===== src/rtl/cpc_ram_upload.sv =====
// cpc_ram_upload: host-side RAM snapshot reader for the ioctl upload channel.
// Walks CPC main RAM in SDRAM or the Multiface Two RAM and serves one byte per ioctl_rd.
module cpc_ram_upload #(
    parameter logic [22:0] RAM_BASE = 23'h020000,
    parameter int unsigned RAM_AW   = 17,
    parameter int unsigned TIMEOUT  = 255
) (
    input  logic        clk_sys,
    input  logic        reset,
    input  logic        ioctl_upload,
    input  logic [7:0]  ioctl_index,
    input  logic [24:0] ioctl_addr,
    input  logic        ioctl_rd,
    output logic [7:0]  ioctl_din,
    output logic        busy,
    output logic        cpu_hold,
    output logic        err,
    input  logic        model,
    output logic        mem_oe,
    output logic [22:0] mem_addr,
    output logic        mem_bank,
    input  logic [7:0]  mem_dout,
    input  logic        mem_valid,
    output logic [12:0] mf2_addr,
    input  logic [7:0]  mf2_dout
);
    localparam int unsigned MF2_AW = 13;
    localparam int unsigned OFF_W  = RAM_AW + 1;
    localparam int unsigned CNT_W  = $clog2(TIMEOUT + 1);
    localparam logic [CNT_W-1:0] CNT_LAST = CNT_W'(TIMEOUT - 1);
    localparam logic [CNT_W-1:0] CNT_MF2  = CNT_W'(1);

    typedef enum logic [1:0] {S_IDLE, S_ISSUE, S_WAIT, S_READY} state_t;
    typedef enum logic [1:0] {RG_MAIN, RG_MF2, RG_NONE} region_t;

    state_t             r_state;
    region_t            r_region;
    logic               r_upload_d;
    logic               r_model;
    logic [RAM_AW-1:0]  r_off;
    logic               r_ovf;
    logic               r_pending;
    logic [CNT_W-1:0]   r_wait_cnt;

    logic               w_upload_rise;
    logic               w_upload_fall;
    logic               w_rd_busy;
    logic               w_mf2_oob;
    logic [OFF_W-1:0]   w_off_inc;
    logic [22:0]        w_mem_addr;
    region_t            w_start_region;
    logic               w_unused;

    assign w_upload_rise  = ioctl_upload & ~r_upload_d;
    assign w_upload_fall  = ~ioctl_upload & r_upload_d;
    assign w_rd_busy      = ioctl_rd & ((r_state == S_ISSUE) | (r_state == S_WAIT));
    assign w_off_inc      = {1'b0, r_off} + OFF_W'(1);
    assign w_mf2_oob      = r_ovf | (|r_off[RAM_AW-1:MF2_AW]);
    assign w_mem_addr     = RAM_BASE + 23'(r_off);
    assign w_start_region = (ioctl_index == 8'd0) ? RG_MAIN :
                            (ioctl_index == 8'd1) ? RG_MF2  : RG_NONE;
    assign w_unused       = ^ioctl_addr[24:RAM_AW];

    always_ff @(posedge clk_sys) begin
        if (reset) begin
            r_state    <= S_IDLE;
            r_region   <= RG_NONE;
            // Treat the line as already high so a session needs a fresh rising edge.
            r_upload_d <= 1'b1;
            r_model    <= 1'b0;
            r_off      <= '0;
            r_ovf      <= 1'b0;
            r_pending  <= 1'b0;
            r_wait_cnt <= '0;
            ioctl_din  <= 8'hFF;
            busy       <= 1'b0;
            cpu_hold   <= 1'b0;
            err        <= 1'b0;
            mem_oe     <= 1'b0;
            mem_addr   <= '0;
            mem_bank   <= 1'b0;
            mf2_addr   <= '0;
        end else begin
            r_upload_d <= ioctl_upload;
            if (w_upload_fall) begin
                r_state   <= S_IDLE;
                r_pending <= 1'b0;
                busy      <= 1'b0;
                cpu_hold  <= 1'b0;
                mem_oe    <= 1'b0;
            end else begin
                unique case (r_state)
                    S_IDLE: begin
                        if (w_upload_rise) begin
                            r_off     <= ioctl_addr[RAM_AW-1:0];
                            r_ovf     <= 1'b0;
                            r_region  <= w_start_region;
                            r_model   <= model;
                            r_pending <= 1'b0;
                            err       <= 1'b0;
                            cpu_hold  <= 1'b1;
                            busy      <= 1'b1;
                            if (w_start_region == RG_MF2) begin
                                mf2_addr <= ioctl_addr[MF2_AW-1:0];
                            end
                            r_state   <= S_ISSUE;
                        end
                    end
                    S_ISSUE: begin
                        r_wait_cnt <= '0;
                        unique case (r_region)
                            RG_MAIN: begin
                                if (r_ovf) begin
                                    ioctl_din <= 8'hFF;
                                    busy      <= 1'b0;
                                    r_state   <= S_READY;
                                end else begin
                                    mem_addr  <= w_mem_addr;
                                    mem_bank  <= r_model;
                                    mem_oe    <= 1'b1;
                                    r_state   <= S_WAIT;
                                end
                            end
                            RG_MF2: begin
                                if (w_mf2_oob) begin
                                    ioctl_din <= 8'hFF;
                                    busy      <= 1'b0;
                                    r_state   <= S_READY;
                                end else begin
                                    mf2_addr  <= r_off[MF2_AW-1:0];
                                    r_state   <= S_WAIT;
                                end
                            end
                            default: begin
                                ioctl_din <= 8'hFF;
                                busy      <= 1'b0;
                                r_state   <= S_READY;
                            end
                        endcase
                    end
                    S_WAIT: begin
                        r_wait_cnt <= r_wait_cnt + CNT_W'(1);
                        if ((r_region == RG_MAIN) && mem_valid) begin
                            ioctl_din <= mem_dout;
                            mem_oe    <= 1'b0;
                            busy      <= 1'b0;
                            r_state   <= S_READY;
                        end else if ((r_region == RG_MF2) && (r_wait_cnt == CNT_MF2)) begin
                            ioctl_din <= mf2_dout;
                            busy      <= 1'b0;
                            r_state   <= S_READY;
                        end else if (r_wait_cnt == CNT_LAST) begin
                            ioctl_din <= 8'hFF;
                            err       <= 1'b1;
                            mem_oe    <= 1'b0;
                            busy      <= 1'b0;
                            r_state   <= S_READY;
                        end
                    end
                    S_READY: begin
                        // A strobe queued during the fetch restarts immediately.
                        if (ioctl_rd || r_pending) begin
                            r_off     <= w_off_inc[RAM_AW-1:0];
                            r_ovf     <= r_ovf | w_off_inc[RAM_AW];
                            r_pending <= 1'b0;
                            busy      <= 1'b1;
                            if (r_region == RG_MF2) begin
                                mf2_addr <= w_off_inc[MF2_AW-1:0];
                            end
                            r_state   <= S_ISSUE;
                        end
                    end
                    default: r_state <= S_IDLE;
                endcase

                if (w_rd_busy) begin
                    if (r_pending) begin
                        err <= 1'b1;
                    end else begin
                        r_pending <= 1'b1;
                    end
                end
            end
        end
    end

endmodule


===== config.mk =====
export PLATFORM = sky130hd
export DESIGN_NAME = cpc_ram_upload
export DESIGN_NICKNAME = d
export VERILOG_FILES = /design/src/rtl/cpc_ram_upload.sv
export SDC_FILE = /design/constraint.sdc
export NUM_CORES = 1
export LEC_CHECK = 0
export BUFFER_PORTS_ARGS = -buffer_cell sky130_fd_sc_hd__buf_2
export CORE_MARGIN = 8
export CORE_UTILIZATION = 45
export CTS_BUF_LIST = sky130_fd_sc_hd__clkbuf_8
export DETAILED_ROUTE_END_ITERATION = 6
export MAX_ROUTING_LAYER = met4
export PLACE_DENSITY_LB_ADDON = 0.2
export SYNTH_ARGS = -nofsm -noshare
export SYNTH_HDL_FRONTEND = slang
export SYNTH_SLANG_ARGS = --single-unit

===== constraint.sdc =====
create_clock -name clk_sys -period 2.4 [get_ports clk_sys]
set_clock_uncertainty 0.15 [all_clocks]
set_input_delay 0.48 -clock clk_sys [delete_from_list [all_inputs] [get_ports clk_sys]]
set_output_delay 0.48 -clock clk_sys [all_outputs]
set_load 0.01 [all_outputs]

==> key figures, run 1 <==
Route
  • Drt pass-1 iters: 5
  • Routed wire length: 11100 um
  • Via count: 3865
  • DR WL/cell: 16.2 um
  • DRC: 0
  • Antenna-violating nets left: 0
  • Iteration-0 DRC Markers: 244
  • Via density: 5.62

STA
  • Fin worst setup slack: 0.156 ns
  • F_max: 0.446 GHz
  • Worst Tran Pin Value: 0.508 ns
  • Final hold violation count: 0
  • Fin crit period: 2.24 ns
  • Share of the clock period used by the worst path: 0.935
  • RSZ-0062 raised after global routing: false
  • Final setup fails: 0
  • Rel. slew slack: 0.660
  • Setup TNS Final: 0 ns
  • Slew Limit Fails: 0

Critical path
  • Worst path max stage delay: 0.61 ns
  • Arr. time, crit path: 2.35 ns
  • FF-to-FF setup slack: 0.16 ns
  • Crit-path slowest cell: or4_1
  • R2R Path End: mf2_addr[9]
  • R2r worst-path depth: 5
  • Kind of critical path: flip-flop to flip-flop
  • CP startpoint kind: flip-flop
  • Critical-path cell list: or4_1 -> nor3_2 -> o211a_1 -> a21oi_1 -> a311oi_1
  • Critical path peak fanout: 13
  • CP delay by family, top: simple AND/OR/NAND/NOR gates
  • Reg2reg start: r_off[13]
  • Buf+Inv Stages, Crit Path: 0
  • Critical path capture point type: flip-flop
  • Critical path required time: 2.51 ns

Final layout
  • Final cell count without fillers: 688
  • Share of cells above drive strength 1: 0.240
  • Final core utilization: 0.548
  • FF+latch area: 1540 um^2
  • Syn-to-layout area delta: 19.5%
  • # fillers: 873
  • Area occupied by multi-input gates: 2210 um^2
  • Ant. Diodes: 0
  • Net count, final: 638

Status
  • Outcome: finished clean

Synth
  • Synth top area share: 0.389
  • Simple-gate area share of the yosys netlist: 0.214
  • Xor and xnor area share after synthesis: 0.0221
  • Post-synthesis compound-gate area fraction: 0.224
  • Main combinational cell family by area after synthesis: compound AO/OA/AOI/OAI gates
  • Mapped Cells: 484
  • Fraction of registers with async set/reset: 0
  • Most frequent cells after synthesis: dfxtp_1 (77), nor2_1 (57), a21oi_1 (37), nand2_1 (37), mux2i_1 (27)
  • Synth Flop Type: dfxtp_1
  • Syn Area/Cell: 8.18 um^2
  • Flops & latches, synth: 77
  • Area leader, netlist: dfxtp_1
  • Leading post-synthesis cells by cell area: dfxtp_1 (39%), mux2i_1 (6.8%), nor2_1 (5.4%)
  • Mux share of post-synthesis cell area: 0.0682
  • Number of synthesized flops with an enable pin: 0
  • Yosys cell types: 59
  • Sequential element share of the synthesized area: 0.389
  • Most common cell in the netlist: dfxtp_1
  • Post-Syn Area: 3960 um^2
  • Synth Warn #: 0
  • Post-synthesis adder-cell area fraction: 0.0253

Placed design
  • Placed cell count: 672
  • Gp weighted congestion: 0.919
  • Place WS: -0.0112 ns
  • DP HPWL: 8390 um
  • IO Port Bufs: 90

Min path
  • Worst Hold Launch: model
  • Worst Hold Path Cells: 3
  • Worst hold endpoint: r_model
  • Worst Hold Class: input pin to flip-flop

Floorplan
  • Die Area: 12100 um^2
  • IO Pins: 104
  • Initial core utilization: 0.459
  • Die height: 110 um
  • Die width: 110 um
  • Core Box Area: 8640 um^2
  • Row Count: 34

Global routing
  • Initial antenna violation count: 0
  • Largest net degree at the start of global routing: 40
  • GRT Overall Usage: 0.192
  • Number of global-route vias before repair: 3656
  • GR met1 Demand/Resource: 0.249
  • Met3 GRT Util: 0.0369
  • Global Route met2 Usage: 0.296
  • GRT overflow: 0
  • Global route hottest layer: met2
  • First-pass GRT wire length: 17900 um

Clocking
  • Post-CTS setup buffer count: 0
  • CTS Sinks: 77
  • Clock latency on the worst-skew pair: 0.35 ns
  • Number of buffers created by CTS: 9
  • Clock Path Buffers: 2
  • CTS Root Cell: clkbuf_8
  • Resize count post-CTS: 0
  • Clock Pin Slew Worst Setup and Hold Paths: 0.08 ns
  • CTS Hold Buffers Added: 0
  • CTS tree: built
  • Htree depth: 3

Pwr
  • PD cells: 525 nW/um^2
  • Worst VDD drop: 0.298 mV
  • Pwr Total: 0.00249 W
  • Leakage: 2.11 nW

Flow run
  • Max Cap Viol: 0
-- worst register-to-register path: cells and delay by family (launching register included) --
kind | cells | cell delay, ns
simple gates | 2 | 0.86
compound gates | 3 | 0.81
flops | 1 | 0.34
-- cells in the final DEF (no fill, tap or decap), types with 8 or more instances in the layout --
| cell type | instances |
|---|---|
| buf_2 | 90 |
| dfxtp_1 | 76 |
| nor2_1 | 57 |
| nand2_1 | 37 |
| a21oi_1 | 37 |
| mux2i_1 | 27 |
| o21ai_0 | 22 |
| buf_4 | 22 |
| nand3_1 | 20 |
| inv_1 | 12 |
| a211oi_1 | 11 |
| o21ai_1 | 10 |
| o22ai_1 | 10 |
| a31oi_1 | 10 |
| clkbuf_8 | 9 |
| and3_1 | 8 |
| a311oi_1 | 8 |
| ha_1 | 8 |
-- report_power, final --
group	leakage (nW)	internal, W	switching, W
Combinational	1.40	0.000124	0.000179
Sequential	0.624	0.00131	0.0000396
Clock	0.0911	0.000361	0.000473
-- layout make-up --
| class | instances | share of cell area |
|---|---|---|
| multi-input combinational | 361 | 0.467 |
| inverter | 13 | 0.0103 |
| clock inverter | 7 | 0.00740 |
| clock buffer | 9 | 0.0262 |
| sequential | 77 | 0.326 |
| tap | 108 | 0.0285 |
| timing repair buffer | 113 | 0.134 |
-- cell families after synthesis --
group                      count (synthesis)
AOI/OAI and AO/OA                        139
xor gates and xnor gates                  10
adders and majority gates                  8
buffers and inverters                     50
DFF                                       77
muxes                                     27
other                                      1
and+or+nand+nor                          172
-- worst max-delay path by stage --
stage / startpoint / endpoint / depth (start not counted)
after floorplan: ioctl_index[1] / mf2_addr[7] / 5
after global placement: ioctl_index[1] / mf2_addr[11] / 6
after detailed placement: ioctl_index[1] / mf2_addr[11] / 6
after CTS: r_wait_cnt[0] / ioctl_din[0] / 7
after global routing: r_off[13] / mf2_addr[8] / 5
final: r_off[13] / mf2_addr[9] / 5
-- per-stage QoR --
stage | hold WS (ns) | area [um^2]
2_1_floorplan | 0.310 | 3980
3_3_place_gp | 0.281 | 4570
3_5_place_dp | 0.289 | 4570
4_1_cts | 0.202 | 4730
5_1_grt | 0.227 | 4730
6_report | 0.210 | 4730
-- layer usage --
metal,vias up,wire length (um)
li1,1920,-
met1,1805,5160
met2,127,5120
met3,13,709
met4,0,150
met5,-,0
-- registers in the layout, summed over array words and instances (netlist names), 2 cells and up --
signal,cells
mf2_addr,13
ioctl_din,8
r_state,2
r_region,2
mem_addr,18
r_wait_cnt,8
r_off,17
Power figures use the tool's default switching activity.
==> run 2: changes to the inputs <==
Settings changed: SETUP_SLACK_MARGIN from default to 0.4.
==> run 2 against run 1 <==
  * Sequential share of layout area is 1.8 points lower
  * Fmax grew 7.5%
  * Final cell count increased by 1.5%
  * Non-clock buffer count is 10 higher
  * First-iteration DRC count grew 34%
  * Count of clock-buffer cells in the layout stayed put
  * Sequential power about the same
  * Critical endpoint is now mf2_addr[10]
  * Highest routed layer unchanged
==> key figures, run 2 (synthesized netlist as in run 1, its figures left out) <==
Global routing
  • Initial antenna violation count: 0 (unchanged)
  • GRT Overall Usage: 0.199 (+0.00726)
  • Number of global-route vias before repair: 3752 (+2.6%)
  • GRT overflow: 0 (unchanged)
  • Largest net degree at the start of global routing: 35 (-13%)
  • First-pass GRT wire length: 18500 um (+3.3%)

Floorplan
  • Die Area: 12100 um^2 (unchanged)
  • Die height: 110 um (unchanged)
  • Die width: 110 um (unchanged)
  • IO Pins: 104 (unchanged)
  • Core Box Area: 8640 um^2 (unchanged)
  • Row Count: 34 (unchanged)
  • Initial core utilization: 0.459 (unchanged)

Clocking
  • Clock Path Buffers: 2 (unchanged)
  • Clock latency on the worst-skew pair: 0.37 ns (+0.02 ns)
  • Number of buffers created by CTS: 9 (unchanged)
  • CTS tree: built
  • CTS Root Cell: clkbuf_8
  • Clock Pin Slew Worst Setup and Hold Paths: 0.08 ns (about the same)
  • CTS Sinks: 77 (unchanged)
  • Htree depth: 3 (unchanged)

Final layout
  • Largest Register: mem_addr
  • Area occupied by multi-input gates: 2410 um^2 (+9.0%)
  • Post-Layout Inst Area: 5060 um^2 (+6.9%)
  • Share of cells above drive strength 1: 0.312 (+0.0722)
  • Biggest regs: mem_addr (18), r_off (17), mf2_addr (13)
  • Commonest non-fill, non-tap cell in the layout: buf_2
  • # fillers: 773 (-11%)
  • FF+latch area: 1560 um^2 (+0.89%)
  • Most frequent cells in the layout: buf_2 (90), dfxtp_1 (67), nor2_1 (54)
  • Net count, final: 648 (+1.6%)
  • Ant. Diodes: 0 (unchanged)
  • Syn-to-layout area delta: 27.7%
  • Max FFs per register: 18 (unchanged)

STA
  • RSZ-0062 raised after global routing: true
  • Fin crit period: 2.09 ns (-0.157 ns)
  • Worst Tran Pin Value: 0.529 ns (+0.0206 ns)
  • Setup TNS Final: 0 ns (unchanged)
  • Slew Limit Fails: 0 (unchanged)
  • Final setup fails: 0 (unchanged)
  • Share of the clock period used by the worst path: 0.870 (-0.0654)
  • Rel. slew slack: 0.647 (-0.0133)
  • F_max: 0.479 GHz (+7.5%)
  • Fin worst setup slack: 0.313 ns (+0.157 ns)
  • Final hold violation count: 0 (unchanged)

Route
  • Via density: 5.68 (+1.2%)
  • Routed wire length: 11800 um (+5.9%)
  • WL met3: 781 um (+10%)
  • Top Metal Used: met4
  • Via count: 3968 (+2.7%)
  • Iteration-0 DRC Markers: 326 (+34%)
  • Drt pass-1 iters: 4 (-1)
  • M1 WL: 5270 um (+2.2%)
  • Met2 routed WL: 5540 um (+8.2%)
  • DRC: 0 (unchanged)
  • Antenna-violating nets left: 0 (unchanged)
  • DR WL/cell: 16.9 um (+4.3%)

Pwr
  • Leakage: 2.19 nW (+3.6%)
  • PD cells: 529 nW/um^2 (+0.77%)
  • Worst VDD drop: 0.301 mV (+0.88%)

Min path
  • Worst Hold Path Cells: 2 (-1)
  • Worst Hold Class: input pin to flip-flop
  • Worst Hold Launch: reset
  • Worst hold endpoint: r_wait_cnt[1]

Placed design
  • IO Port Bufs: 90 (unchanged)
  • DP HPWL: 8530 um (+1.7%)
  • Post-Place Cell Area: 4600 um^2 (+0.60%)
  • Gp weighted congestion: 0.916 (-0.42%)
  • Place WS: 0.0257 ns (+0.0369 ns)

Critical path
  • CP startpoint kind: flip-flop
  • R2r worst-path depth: 6 (+1)
  • Worst path max stage delay: 0.58 ns (-0.03 ns)
  • Critical path capture point type: flip-flop
  • Kind of critical path: flip-flop to flip-flop
  • Buf+Inv Stages, Crit Path: 1 (+1)
  • Critical-path cell list: or4_4 -> nor3_4 -> o211ai_1 -> nor2_1 -> buf_4 -> o221a_1
  • Arr. time, crit path: 2.25 ns (-0.10 ns)
  • Critical path peak fanout: 8 (-5)
  • CP delay by family, top: simple AND/OR/NAND/NOR gates
  • R2R Path End: mf2_addr[10]
  • Reg2reg start: r_off[14]
  • FF-to-FF setup slack: 0.31 ns (+0.16 ns)
  • Critical path required time: 2.56 ns (+0.05 ns)
  • Crit-path slowest cell: or4_4

Status
  • Outcome: finished clean

Flow run
  • Max Cap Viol: 0 (unchanged)
run 2: cell type report:
type                       instances  share of cell area
clock buffer                       9              0.0245
clock inverter                     7              0.0134
inverter                          13             0.00965
multi-input combinational        361               0.477
sequential                        77               0.308
tap                              108              0.0267
timing repair buffer             123               0.141
run 2: timing repair:
item | CTS | global route
endpoints found under the setup margin | 39 | 49
resized for setup | 22 | 25
pin swaps | 7 | 9
buffers inserted | 4 | 5
hold buffers | 0 | 0
run 2: worst max-delay path by stage:
stage | cells after the start | endpoint | from | slack, ns
final | 6 | mf2_addr[10] | r_off[14] | 0.31
after detailed placement | 6 | mf2_addr[11] | ioctl_index[1] | 0.03
after global routing | 6 | mf2_addr[10] | r_off[14] | 0.23
after global placement | 6 | mf2_addr[7] | ioctl_index[1] | 0.14
after CTS | 8 | ioctl_din[5] | r_wait_cnt[1] | 0.25
after floorplan | 5 | mf2_addr[7] | ioctl_index[1] | 0.35
run 2: per-layer routing:
metal  vias up  track usage
met1      1861        0.255
li1       1947            -
met4         0       0.0694
met2       139        0.304
met3        21       0.0399
met5         -            -
run 2: where the power goes:
group	switching, W	total [W]	internal, W
Sequential	0.0000382	0.00135	0.00131
Clock	0.000499	0.000974	0.000474
Combinational	0.000207	0.000355	0.000148
Total	0.000744	0.00268	0.00193
run 2: metrics by stage:
stage,power [W],hold slack [ns],cells,utilization
final,0.00268,0.178,698,0.586
after global routing,0.00278,0.179,698,0.586
after CTS,0.00267,0.167,693,0.568
after detailed placement,0.00168,0.283,673,0.533
after global placement,0.00168,0.283,673,0.533
after floorplan,0.00157,0.310,488,-
run 2: worst reg2reg max path, stage by stage (launching register included):
cell and delay [ns]:
dfxtp_2 0.33, or4_4 0.58, nor3_4 0.25, o211ai_1 0.18, nor2_1 0.19, buf_4 0.18
o221a_1 0.17
